<file path="config.mk">
export PLATFORM = sky130hd
export DESIGN_NAME = mem_arbiter
export DESIGN_NICKNAME = d
export VERILOG_FILES = /design/src/rtl/mem_arbiter.sv
export SDC_FILE = /design/constraint.sdc
export NUM_CORES = 1
export LEC_CHECK = 0
export ABC_AREA = 1
export CAP_MARGIN = 20
export CORE_AREA = 5 5 166 168
export CTS_BUF_LIST = sky130_fd_sc_hd__clkbuf_8
export CTS_CLUSTER_DIAMETER = 60
export CTS_CLUSTER_SIZE = 40
export DETAILED_ROUTE_END_ITERATION = 8
export DIE_AREA = 0 0 171 173
export PLACE_DENSITY_LB_ADDON = 0.2
export SETUP_SLACK_MARGIN = 0.4
export SYNTH_ARGS = -nofsm -noshare
export SYNTH_HDL_FRONTEND = slang
export SYNTH_SLANG_ARGS = --single-unit
</file>
<file path="constraint.sdc">
create_clock -name CLK -period 2.2 [get_ports CLK]
set_input_delay 0.55 -clock CLK [delete_from_list [all_inputs] [get_ports CLK]]
set_output_delay 0.55 -clock CLK [all_outputs]
set_load 0.01 [all_outputs]
</file>
<file path="src/rtl/mem_arbiter.sv">
// mem_arbiter
//   Shares the single RAM port between the icache and dcache of every core.
//   One requester owns the RAM at a time.  Dcache beats icache unless a
//   pending icache has been passed over STARVE_LIM times.  Ties inside a
//   class are broken round-robin from rr_ptr.  The grant is held until RAM
//   reports ACCESS, and that completion is returned to the owner as a
//   one-cycle drop of its wait line.
//
// Ports
//   CLK, RST             clock (rising edge), synchronous active-high reset
//   iREN, iaddr          icache read request / word address, per core
//   dREN, dWEN           dcache read / write request, per core
//   daddr, dstore        dcache word address / write data, per core
//   iwait, dwait         1 = requester must keep waiting
//   iload, dload         ramload broadcast to every cache
//   ramREN, ramWEN       RAM read / write enable
//   ramaddr, ramstore    RAM address / write data
//   ramload              RAM read data
//   ramstate             0 FREE, 1 BUSY, 2 ACCESS, 3 ERROR
module mem_arbiter #(
    parameter int NCPU       = 2,
    parameter int STARVE_LIM = 8
) (
    input  logic                      CLK,
    input  logic                      RST,
    input  logic [NCPU-1:0]           iREN,
    input  logic [NCPU-1:0][31:0]     iaddr,
    input  logic [NCPU-1:0]           dREN,
    input  logic [NCPU-1:0]           dWEN,
    input  logic [NCPU-1:0][31:0]     daddr,
    input  logic [NCPU-1:0][31:0]     dstore,
    output logic [NCPU-1:0]           iwait,
    output logic [NCPU-1:0]           dwait,
    output logic [NCPU-1:0][31:0]     iload,
    output logic [NCPU-1:0][31:0]     dload,
    output logic                      ramREN,
    output logic                      ramWEN,
    output logic [31:0]               ramaddr,
    output logic [31:0]               ramstore,
    input  logic [31:0]               ramload,
    input  logic [1:0]                ramstate
);

    localparam int CPU_W = (NCPU > 1) ? $clog2(NCPU) : 1;
    localparam int SC_W  = $clog2(STARVE_LIM + 1);
    localparam logic [1:0] RAM_ACCESS = 2'd2;

    typedef enum logic {IDLE, SERVE} state_t;

    typedef struct packed {
        logic             is_d;
        logic [CPU_W-1:0] cpu;
    } owner_t;

    state_t           state_q, state_d;
    owner_t           owner_q, owner_d;
    logic [CPU_W-1:0] rr_ptr_q, rr_ptr_d;
    logic [SC_W-1:0]  starve_cnt_q, starve_cnt_d;

    logic [NCPU-1:0]  d_req;
    logic             own_req;
    logic             starved;

    // First requester at or after ptr, wrapping mod NCPU.  Scanning from the
    // far end down lets the nearest match overwrite the rest.
    function automatic logic [CPU_W-1:0] rr_pick(input logic [NCPU-1:0] req,
                                                 input logic [CPU_W-1:0] ptr);
        int idx;
        rr_pick = ptr;
        for (int k = NCPU - 1; k >= 0; k--) begin
            idx = (int'(ptr) + k) % NCPU;
            if (req[idx]) rr_pick = CPU_W'(idx);
        end
    endfunction

    assign iload = {NCPU{ramload}};
    assign dload = {NCPU{ramload}};

    assign d_req   = dREN | dWEN;
    assign own_req = owner_q.is_d ? d_req[owner_q.cpu] : iREN[owner_q.cpu];
    assign starved = (|iREN) && (starve_cnt_q >= SC_W'(STARVE_LIM));

    always_comb begin
        state_d      = state_q;
        owner_d      = owner_q;
        rr_ptr_d     = rr_ptr_q;
        starve_cnt_d = starve_cnt_q;
        iwait        = '1;
        dwait        = '1;
        ramREN       = 1'b0;
        ramWEN       = 1'b0;
        ramaddr      = '0;
        ramstore     = '0;

        // Counts every cycle a pending icache is not the one being served,
        // including IDLE bubbles; saturates at the limit.
        if ((|iREN) && !(state_q == SERVE && !owner_q.is_d)
            && starve_cnt_q < SC_W'(STARVE_LIM))
            starve_cnt_d = starve_cnt_q + 1'b1;

        case (state_q)
            IDLE: begin
                if (starved) begin
                    owner_d = '{is_d: 1'b0, cpu: rr_pick(iREN, rr_ptr_q)};
                    state_d = SERVE;
                end else if (|d_req) begin
                    owner_d = '{is_d: 1'b1, cpu: rr_pick(d_req, rr_ptr_q)};
                    state_d = SERVE;
                end else if (|iREN) begin
                    owner_d = '{is_d: 1'b0, cpu: rr_pick(iREN, rr_ptr_q)};
                    state_d = SERVE;
                end
            end
            SERVE: begin
                if (!own_req) begin
                    // Owner gave up before completion: release silently.
                    state_d = IDLE;
                end else begin
                    if (owner_q.is_d) begin
                        ramaddr  = daddr[owner_q.cpu];
                        ramstore = dstore[owner_q.cpu];
                        ramWEN   = dWEN[owner_q.cpu];
                        ramREN   = dREN[owner_q.cpu] & ~dWEN[owner_q.cpu];
                    end else begin
                        ramaddr  = iaddr[owner_q.cpu];
                        ramREN   = 1'b1;
                    end
                    if (ramstate == RAM_ACCESS) begin
                        if (owner_q.is_d) dwait[owner_q.cpu] = 1'b0;
                        else begin
                            iwait[owner_q.cpu] = 1'b0;
                            starve_cnt_d       = '0;
                        end
                        rr_ptr_d = (int'(owner_q.cpu) == NCPU - 1) ? '0
                                                                   : owner_q.cpu + 1'b1;
                        state_d  = IDLE;
                    end
                end
            end
            default: state_d = IDLE;
        endcase

        // While reset is held nothing may complete or reach the RAM.
        if (RST) begin
            iwait    = '1;
            dwait    = '1;
            ramREN   = 1'b0;
            ramWEN   = 1'b0;
            ramaddr  = '0;
            ramstore = '0;
        end
    end

    always_ff @(posedge CLK) begin
        if (RST) begin
            state_q      <= IDLE;
            owner_q      <= '0;
            rr_ptr_q     <= '0;
            starve_cnt_q <= '0;
        end else begin
            state_q      <= state_d;
            owner_q      <= owner_d;
            rr_ptr_q     <= rr_ptr_d;
            starve_cnt_q <= starve_cnt_d;
        end
    end

endmodule

</file>
### Word-level counts from Yosys, hierarchy flattened

Cells that the tools add are included.

* flip-flop bits (word level): 8
* latch bits: 0
* RAM bits: 0
* ROM bits: 0
* input port bits: 234
* output and inout port bits: 198
* word-level logic and storage cells: 105
* memories: 0

* add/subtract/negate cells: 3
* multipliers: 0
* divide/modulo/power cells: 0
* order comparisons: 6
* equal/unequal tests: 1
* shifts and indexed selects: 0
* mux-type cells: 72
* bitwise gates (word level): 6
* reduce and logical (&&, ||, !) cells: 12

Operators with widths (number)
* two-way mux 32 bit: 14
* two-way mux 1 bit: 38
* two-way mux 2 bit: 13
* two-way mux 4 bit: 5
* logical AND 1 bit: 5
* adder 4 x 1 -> 4 bit (second input constant): 1
* greater-or-equal comparator 4 bit (second input constant): 1
* < comparator 1 x 2 -> 1 bit (second input constant): 2
* < comparator 4 bit (second input constant): 1
* OR reduction 2 bit: 2
* < comparator 2 x 3 -> 1 bit (second input constant): 1
* AND reduction 3 bit: 1
* nonzero test 3 bit: 1
* adder 1 bit (second input constant): 2
* equality test 2 bit (second input constant): 1
* zero test 1 bit: 2
* inverter 1 bit: 2
* inverter 2 bit: 1
* bitwise OR 2 bit: 1
* one-hot mux 1 bit (2 select lines): 1
* AND reduction 2 bit: 1
* bitwise AND 1 bit: 1
* bitwise AND 1 bit (first input constant): 1
* demux 1 bit (select 1 bit): 1
* greater-or-equal comparator 1 bit (second input constant): 1

### Depth between registers and ports, before layout

* depth after elaboration: 10
* mapped depth: 9
* mapped depth without buffers: 8

### Least setup slack after synthesis

No wires, ideal clock.

* path kind: input-to-output
* from: input RST
* to: output ramstore[10]
* data arrival time: 1.434 ns
* data required time: 1.650 ns
* slack: 0.216 ns
* stages: 6
* path buffers: 1
* cell sequence: inv_2 -> nand2_1 -> nor2_1 -> buf_2 -> a22oi_1 -> nor2_1

* word-level cells in the longest chain between the ends: 1

Ends and longest elaborated chain
* start, declared: RTL line 25 `input logic RST,`
* two-way mux 32 bit: RTL line 144 `if (RST) begin`
* end, declared: RTL line 39 `output logic [31:0] ramstore,`

No other way between the ends.

### Worst setup path after layout

* from: register owner_q[0] in the netlist's numbering
* to: output ramaddr[24]

* word-level cells in the longest chain between the ends: 6
* elaborated cells between the ends (all ways): 13
* those cells by class: 13 x mux

Ends and longest elaborated chain
* start, declared: RTL line 56 `owner_t owner_q, owner_d;`
* start signal, assigned: RTL line 162 `owner_q <= owner_d;`
* two-way mux 32 bit (implied by the code), or another cell as far along (2 in series): RTL line 125 `ramaddr = iaddr[owner_q.cpu];`
* two-way mux 32 bit or two-way mux 1 bit (tied branches): RTL line 119, 80
* two-way mux 32 bit (*): RTL line 115 `if (!own_req) begin`
* two-way mux 32 bit (*): RTL line 101 `case (state_q)`
* two-way mux 32 bit (*): RTL line 144
* end, declared: RTL line 38 `output logic [31:0] ramaddr,`

Every way passes the cells marked *; elsewhere a longest branch is shown, timed or not. The select of a mux whose other input is x is not followed.

==> impl_metrics.tcl <==
set metrics [dict create \
    gr-total-overflow 0 \
    design_power_total_mw 2.15 \
    hold_buffers 0 \
    ys.flop_type "dfxtp_1" \
    cts_inserted_buffers 3 \
    port_buffers 271 \
    clock_skew_ps 4.97 \
    wl_per_cell_um 17.4 \
    drt-vias-per-instance 3.78 \
    die_y_um 173 \
    switching_share 0.424 \
    ir_drop_mv 0.193 \
    grt_pass1_wl_um 26200 \
    dp_hpwl_um 14900 \
    p_leak_nw 2.60 \
    maxSlewViolCount 0 \
    rr_worst_depth 17 \
    dr_wl_met3_um 1940 \
    regArea_um2 168 \
    setup-violations-final 32 \
    r2r_start "owner_q[1]$_SDFFE_PP0P_" \
    htree_levels 1 \
    netlist-cell-type-count 27 \
    finalCritPeriodShare 1.03 \
    antenna_left 0 \
    power.switching_uw 910 \
    firstDrtPassIters 4 \
    rows 59 \
    start_util 0.115 \
    hold_path_class "flop to flop" \
    grt_max_degree 26 \
    rsz0062_at_grt "yes" \
    antenna_found_initial 0 \
    tightest_slew_ps 565 \
    vias 4029 \
    setup_ws_ps -76.0 \
    crit_fanout 7 \
    worstSkewPairLatency_ps 230 \
    slew_headroom 0.619 \
    min_period_ps 2280 \
    cp-start-kind "flop" \
    startpoint "owner_q[0]$_SDFFE_PP0P_" \
    ys_ff_latch 8 \
    stdcell_area_mm2 0.00618 \
    nets 970 \
    cts_tree "done" \
    synth_cells 533 \
    grtUsageTotal 0.115 \
    required_ps 1650 \
    top_level_ports 432 \
    core_area_mm2 0.0258 \
    die_x_um 171 \
    place_congestion 0.749 \
    seq_area_frac_synth 0.0542 \
    synthArstFlopShare 0 \
    end_kind "output port" \
    route.top_layer_used "met4" \
    die_area_mm2 0.0296 \
    yosys_warnings 0 \
    grt_pass1_vias 4241 \
    seqPwrFrac 0.090 \
    netlist_area_mm2 0.00296 \
    routed_wl_um 18500 \
    max_freq_ghz 0.439 \
    cts_num_sinks 8 \
    place_area_mm2 0.00570 \
    crit_end "ramaddr[24]" \
    root_buffer "clkbuf_8" \
    power.internal_mw 1.24 \
    path_class "flop to output port" \
    multiInputGateArea_mm2 0.00207 \
    drive_gt1_frac 0.373 \
    clockBufferDepth 2 \
    path_clk_slew_ps 40 \
    drc 0 \
    drt-met1-wl_um 6710 \
    postLayoutCoreUtil 0.240 \
    hold_violations 0 \
    crit_arrival_ps 1730 \
    failed_checks "negative setup slack" \
    status "finished, violations left" \
    syn_area_per_cell_um2 5.54 \
    synth_edf_count 0 \
    regToRegSetupSlack_ps -10 \
    synthToLayoutAreaGrowth_pct 109 \
    power_per_cell_area_mw_per_mm2 347 \
    maxCapViolations 0 \
    fillCellCount 2939 \
    worstReg2RegEnd "starve_cnt_q[0]$_SDFF_PP0_" \
    drt_iter0_drc 149 \
    diodes 0 \
    combPwrFrac 0.829 \
    pwr-share-clk 0.081 \
    wl_met2_um 9730 \
    synth_nets 769 \
]
[timing repair]
action,in CTS,in global routing
buffers inserted,22,0
gates resized for setup,403,23
setup endpoints to repair,73,75
cloned,5,0
pin swaps,35,8
[power by group through the flow]
| stage | logic, mW | clock network, mW | registers [mW] |
|---|---|---|---|
| after floorplan | 0.859 | 0 | 0.181 |
| after global placement | 1.50 | 0 | 0.191 |
| after detailed placement | 1.49 | 0 | 0.190 |
| after CTS | 1.80 | 0.179 | 0.191 |
| after global routing | 1.93 | 0.186 | 0.197 |
| final | 1.78 | 0.174 | 0.193 |
[cell usage in the layout, fill, tap and decap left out, types with 3 or more instances in the layout]
| cell | n |
|---|---|
| inv_2 | 4 |
| clkdlybuf4s50_1 | 193 |
| nor2_1 | 34 |
| buf_12 | 14 |
| nand2_2 | 7 |
| buf_4 | 45 |
| buf_2 | 55 |
| inv_1 | 11 |
| nor2_4 | 23 |
| a22oi_1 | 36 |
| buf_8 | 3 |
| nand2_1 | 157 |
| dfxtp_1 | 6 |
| buf_6 | 32 |
| buf_16 | 4 |
| o21ai_0 | 9 |
| a21oi_2 | 8 |
| nor2_2 | 43 |
| inv_4 | 3 |
| a22oi_2 | 13 |
| nand3_2 | 4 |
| clkbuf_8 | 3 |
[how the worst min path moves through the flow]
| stage | start | end | slack, ps | depth (start not counted) |
|---|---|---|---|---|
| 2_1_floorplan | rr_ptr_q$_SDFFE_PP0P_ | rr_ptr_q$_SDFFE_PP0P_ | 470 | 2 |
| 3_3_place_gp | rr_ptr_q$_SDFFE_PP0P_ | rr_ptr_q$_SDFFE_PP0P_ | 510 | 2 |
| 3_5_place_dp | rr_ptr_q$_SDFFE_PP0P_ | rr_ptr_q$_SDFFE_PP0P_ | 500 | 2 |
| 4_1_cts | rr_ptr_q$_SDFFE_PP0P_ | rr_ptr_q$_SDFFE_PP0P_ | 510 | 2 |
| 5_1_grt | rr_ptr_q$_SDFFE_PP0P_ | rr_ptr_q$_SDFFE_PP0P_ | 540 | 2 |
| 6_report | rr_ptr_q$_SDFFE_PP0P_ | rr_ptr_q$_SDFFE_PP0P_ | 500 | 2 |
[state kept, by name, summed over array words and instances (netlist names)]
| register | cells |
|---|---|
| owner_q | 2 |
| rr_ptr_q | 1 |
| starve_cnt_q | 4 |
| state_q | 1 |
[area by class of cell]
class,count,area share
Timing Repair Buffer,348,0.547
Multi-Input combinational cell,353,0.335
Tap cell,335,0.0678
Sequential cell,8,0.0271
Inverter,20,0.0162
Clock buffer,3,0.00668
[stage by stage]
stage	setup TNS, ps	hold slack (ps)	cells	setup slack (ps)
after floorplan	0	467	533	361
after global placement	-59570	511	1037	-939
after detailed placement	-58900	503	1037	-932
after CTS	-2140	509	1067	-80.9
after global routing	-6580	541	1067	-181
final	-1720	498	1067	-76.0
[synthesized netlist by cell type (2+ instances only)]
cell,count,area [um^2]
nand2_1,165,619
buf_4,129,968
nor2_1,96,360
a22oi_1,49,368
buf_2,17,85.1
inv_1,15,56.3
o21ai_0,9,45.0
dfxtp_1,8,160
a21oi_2,6,52.6
nand3_1,6,30.0
a21oi_1,5,25.0
clkbuf_1,5,18.8
inv_2,5,18.8
nor2_2,3,18.8
ha_1,2,25.0
nand4_1,2,12.5
[worst max-delay path: stages, from the launching register on]
cell and delay (ps):
dfxtp_4 380, buf_4 140, nand3_2 60, nand2_2 70, nor2_4 150, buf_6 130, nand2_8 50, buf_8 130
buf_6 130, a21oi_2 100, buf_2 140
[kinds of logic (layout without fill, tap and decap cells)]
group	after synthesis	count (layout)	synth area share
AND/OR/NAND/NOR	276	277	0.365
buffers and inverters	173	371	0.393
AO/OA/AOI/OAI	72	72	0.173
flip-flops	8	8	0.0542
adder cells (fa/ha/maj)	2	2	0.00847
XOR/XNOR	2	2	0.00593
[routing by layer]
| metal | GRT usage | up-vias |
|---|---|---|
| met2 | 0.227 | 292 |
| met5 | 0 | - |
| met3 | 0.0304 | 19 |
| li1 | - | 1974 |
| met1 | 0.124 | 1744 |
| met4 | 0.0119 | 0 |
(Power assumes the default switching activity.)
==> RTL change, RTL diff (same settings) <==
The parameter `STARVE_LIM` goes from 8 to 16.
--- a/src/rtl/mem_arbiter.sv
+++ b/src/rtl/mem_arbiter.sv
@@ -19,7 +19,7 @@
 //   ramstate             0 FREE, 1 BUSY, 2 ACCESS, 3 ERROR
 module mem_arbiter #(
     parameter int NCPU       = 2,
-    parameter int STARVE_LIM = 8
+    parameter int STARVE_LIM = 16
 ) (
     input  logic                      CLK,
     input  logic                      RST,
Function: not settled (the Yosys comparison gave no result); the edit may change what the design does.
==> RTL change against the original RTL <==
- highest routed layer is now met5
- setup slack improved by 0.011 ns
- cell count increased by 0.19%
- power increased by 8.6%
- sequential share of layout area increased by 0.080 points
- synthesized area increased by 1.4%
- largest cell class unchanged
- sequential cell count increased by 1
- die area unchanged
- the flow still finishes with violations (setup timing)
- worst hold slack improved by 0.022 ns
- final area increased by 8.7%
- via count decreased by 0.67%
- critical path depth unchanged
- clock power increased by 6%
- first-iteration DRC count decreased by 42%
- routed wire length decreased by 3.7%
- critical path type unchanged
==> RTL change: results (changes against the original RTL) <==
[outcome]
status = finished, violations left
violations = setup timing

[clocking]
post_cts_resized = 380  ; -5.7%
clkSinkCount = 9  ; +1
clock_path_buffers = 2  ; unchanged
insertion_delay_ns = 0.23  ; about the same

[synthesis]
synth_area_leaders = buf_4, nand2_1, a22oi_1
synth_nets = 764  ; -0.65%
syn_area_per_cell_sq_um = 5.667  ; +2.2%
synth_commonest_cells = nand2_1, buf_4, nor2_1
yosysSeqAreaShare = 0.06010  ; +0.005909
synth_cell_types = 26  ; -3.7%

[sta]
worst_slack_ns = -0.06494  ; +0.01107 ns
maxSlewHeadroom = 0.6878  ; +0.06873
skew_ns = 0.001627  ; -0.003339 ns
finalSetupViolCount = 28  ; -13%
whs_ns = 0.5207  ; +0.02222 ns
setup_tns_ns = -0.5885  ; +1.134 ns

[global_route]
grt_max_degree = 22  ; -15%
grt_pass1_wl_um = 24840  ; -5.2%
grt_pass1_vias = 4218  ; -0.54%
grtUsageTotal = 0.1079  ; -0.006678
antenna_found_initial = 1  ; +1

[pwr]
power_frac_comb = 0.830  ; about the same
p_switching_mw = 0.9536  ; +4.8%
power_mw = 2.332  ; +8.6%
ir_worst_vdd_mv = 0.1556  ; -20%
leakage_nw = 2.752  ; +5.9%

[placed_design]
dpl_worst_slack_ns = -0.9020  ; +0.03047 ns
post-dp-hpwl_um = 13410  ; -10%
place_congestion = 0.7531  ; +0.60%
dp_cells = 1026  ; -1.1%
dpl_cell_area_sq_um = 5620  ; -1.3%

[worst_setup_path]
slowest_delay_ns = 0.40  ; +0.02 ns
rrSetupSlack_ns = 0.62  ; +0.63 ns
endpoint = ramstore[9]
worst-r2r-cell-count = 11  ; -6
crit_fanout = 8  ; +1

[drt]
post_drt_via_cell_ratio = 3.744  ; -0.86%
wl_per_cell_um = 16.69  ; -3.9%
routed_wl_um = 17850  ; -3.7%

[finish]
fillers = 2851  ; -3.0%
multi_input_area_sq_um = 2253  ; +8.6%
drive_gt1_frac = 0.4087  ; +0.03577
clkCellAreaFrac = 0.006699  ; +0.00002281
inv_count = 22  ; +10%
multi_input_gates = 345  ; -2.3%
buffers = 354  ; +1.7%
seq_share = 0.02791  ; +0.0008031

[min_path]
holdPathEnd = starve_cnt_q[4]
hold_start = starve_cnt_q[4]

RTL change: cell types whose count changed after synthesis, moves of 2 or more:
cell     unedited run  this run
a21oi_2             6         8
buf_6               1         3
nand2_1           165       153
buf_4             129       132
buf_2              17        12
inv_1              15        17
a22oi_1            49        53
RTL change: metal layers:
metal | GRT usage | share of wire | up-vias
met5 | 0 | 0.0011 | -
met4 | 0.02146 | 0.018 | 2
met3 | 0.02945 | 0.096 | 27
met2 | 0.2145 | 0.53 | 261
met1 | 0.1107 | 0.35 | 1731
li1 | - | - | 1981
RTL change: kinds of logic (layout without fill, tap and decap cells):
family | count (synthesis) | in the layout | synth area share
xor+xnor | 3 | 3 | 0.008766
buf+inv | 175 | 380 | 0.3969
compound gates | 78 | 78 | 0.1853
flops | 9 | 9 | 0.06010
fa+ha+maj | 1 | 1 | 0.004173
simple gates | 263 | 263 | 0.3447
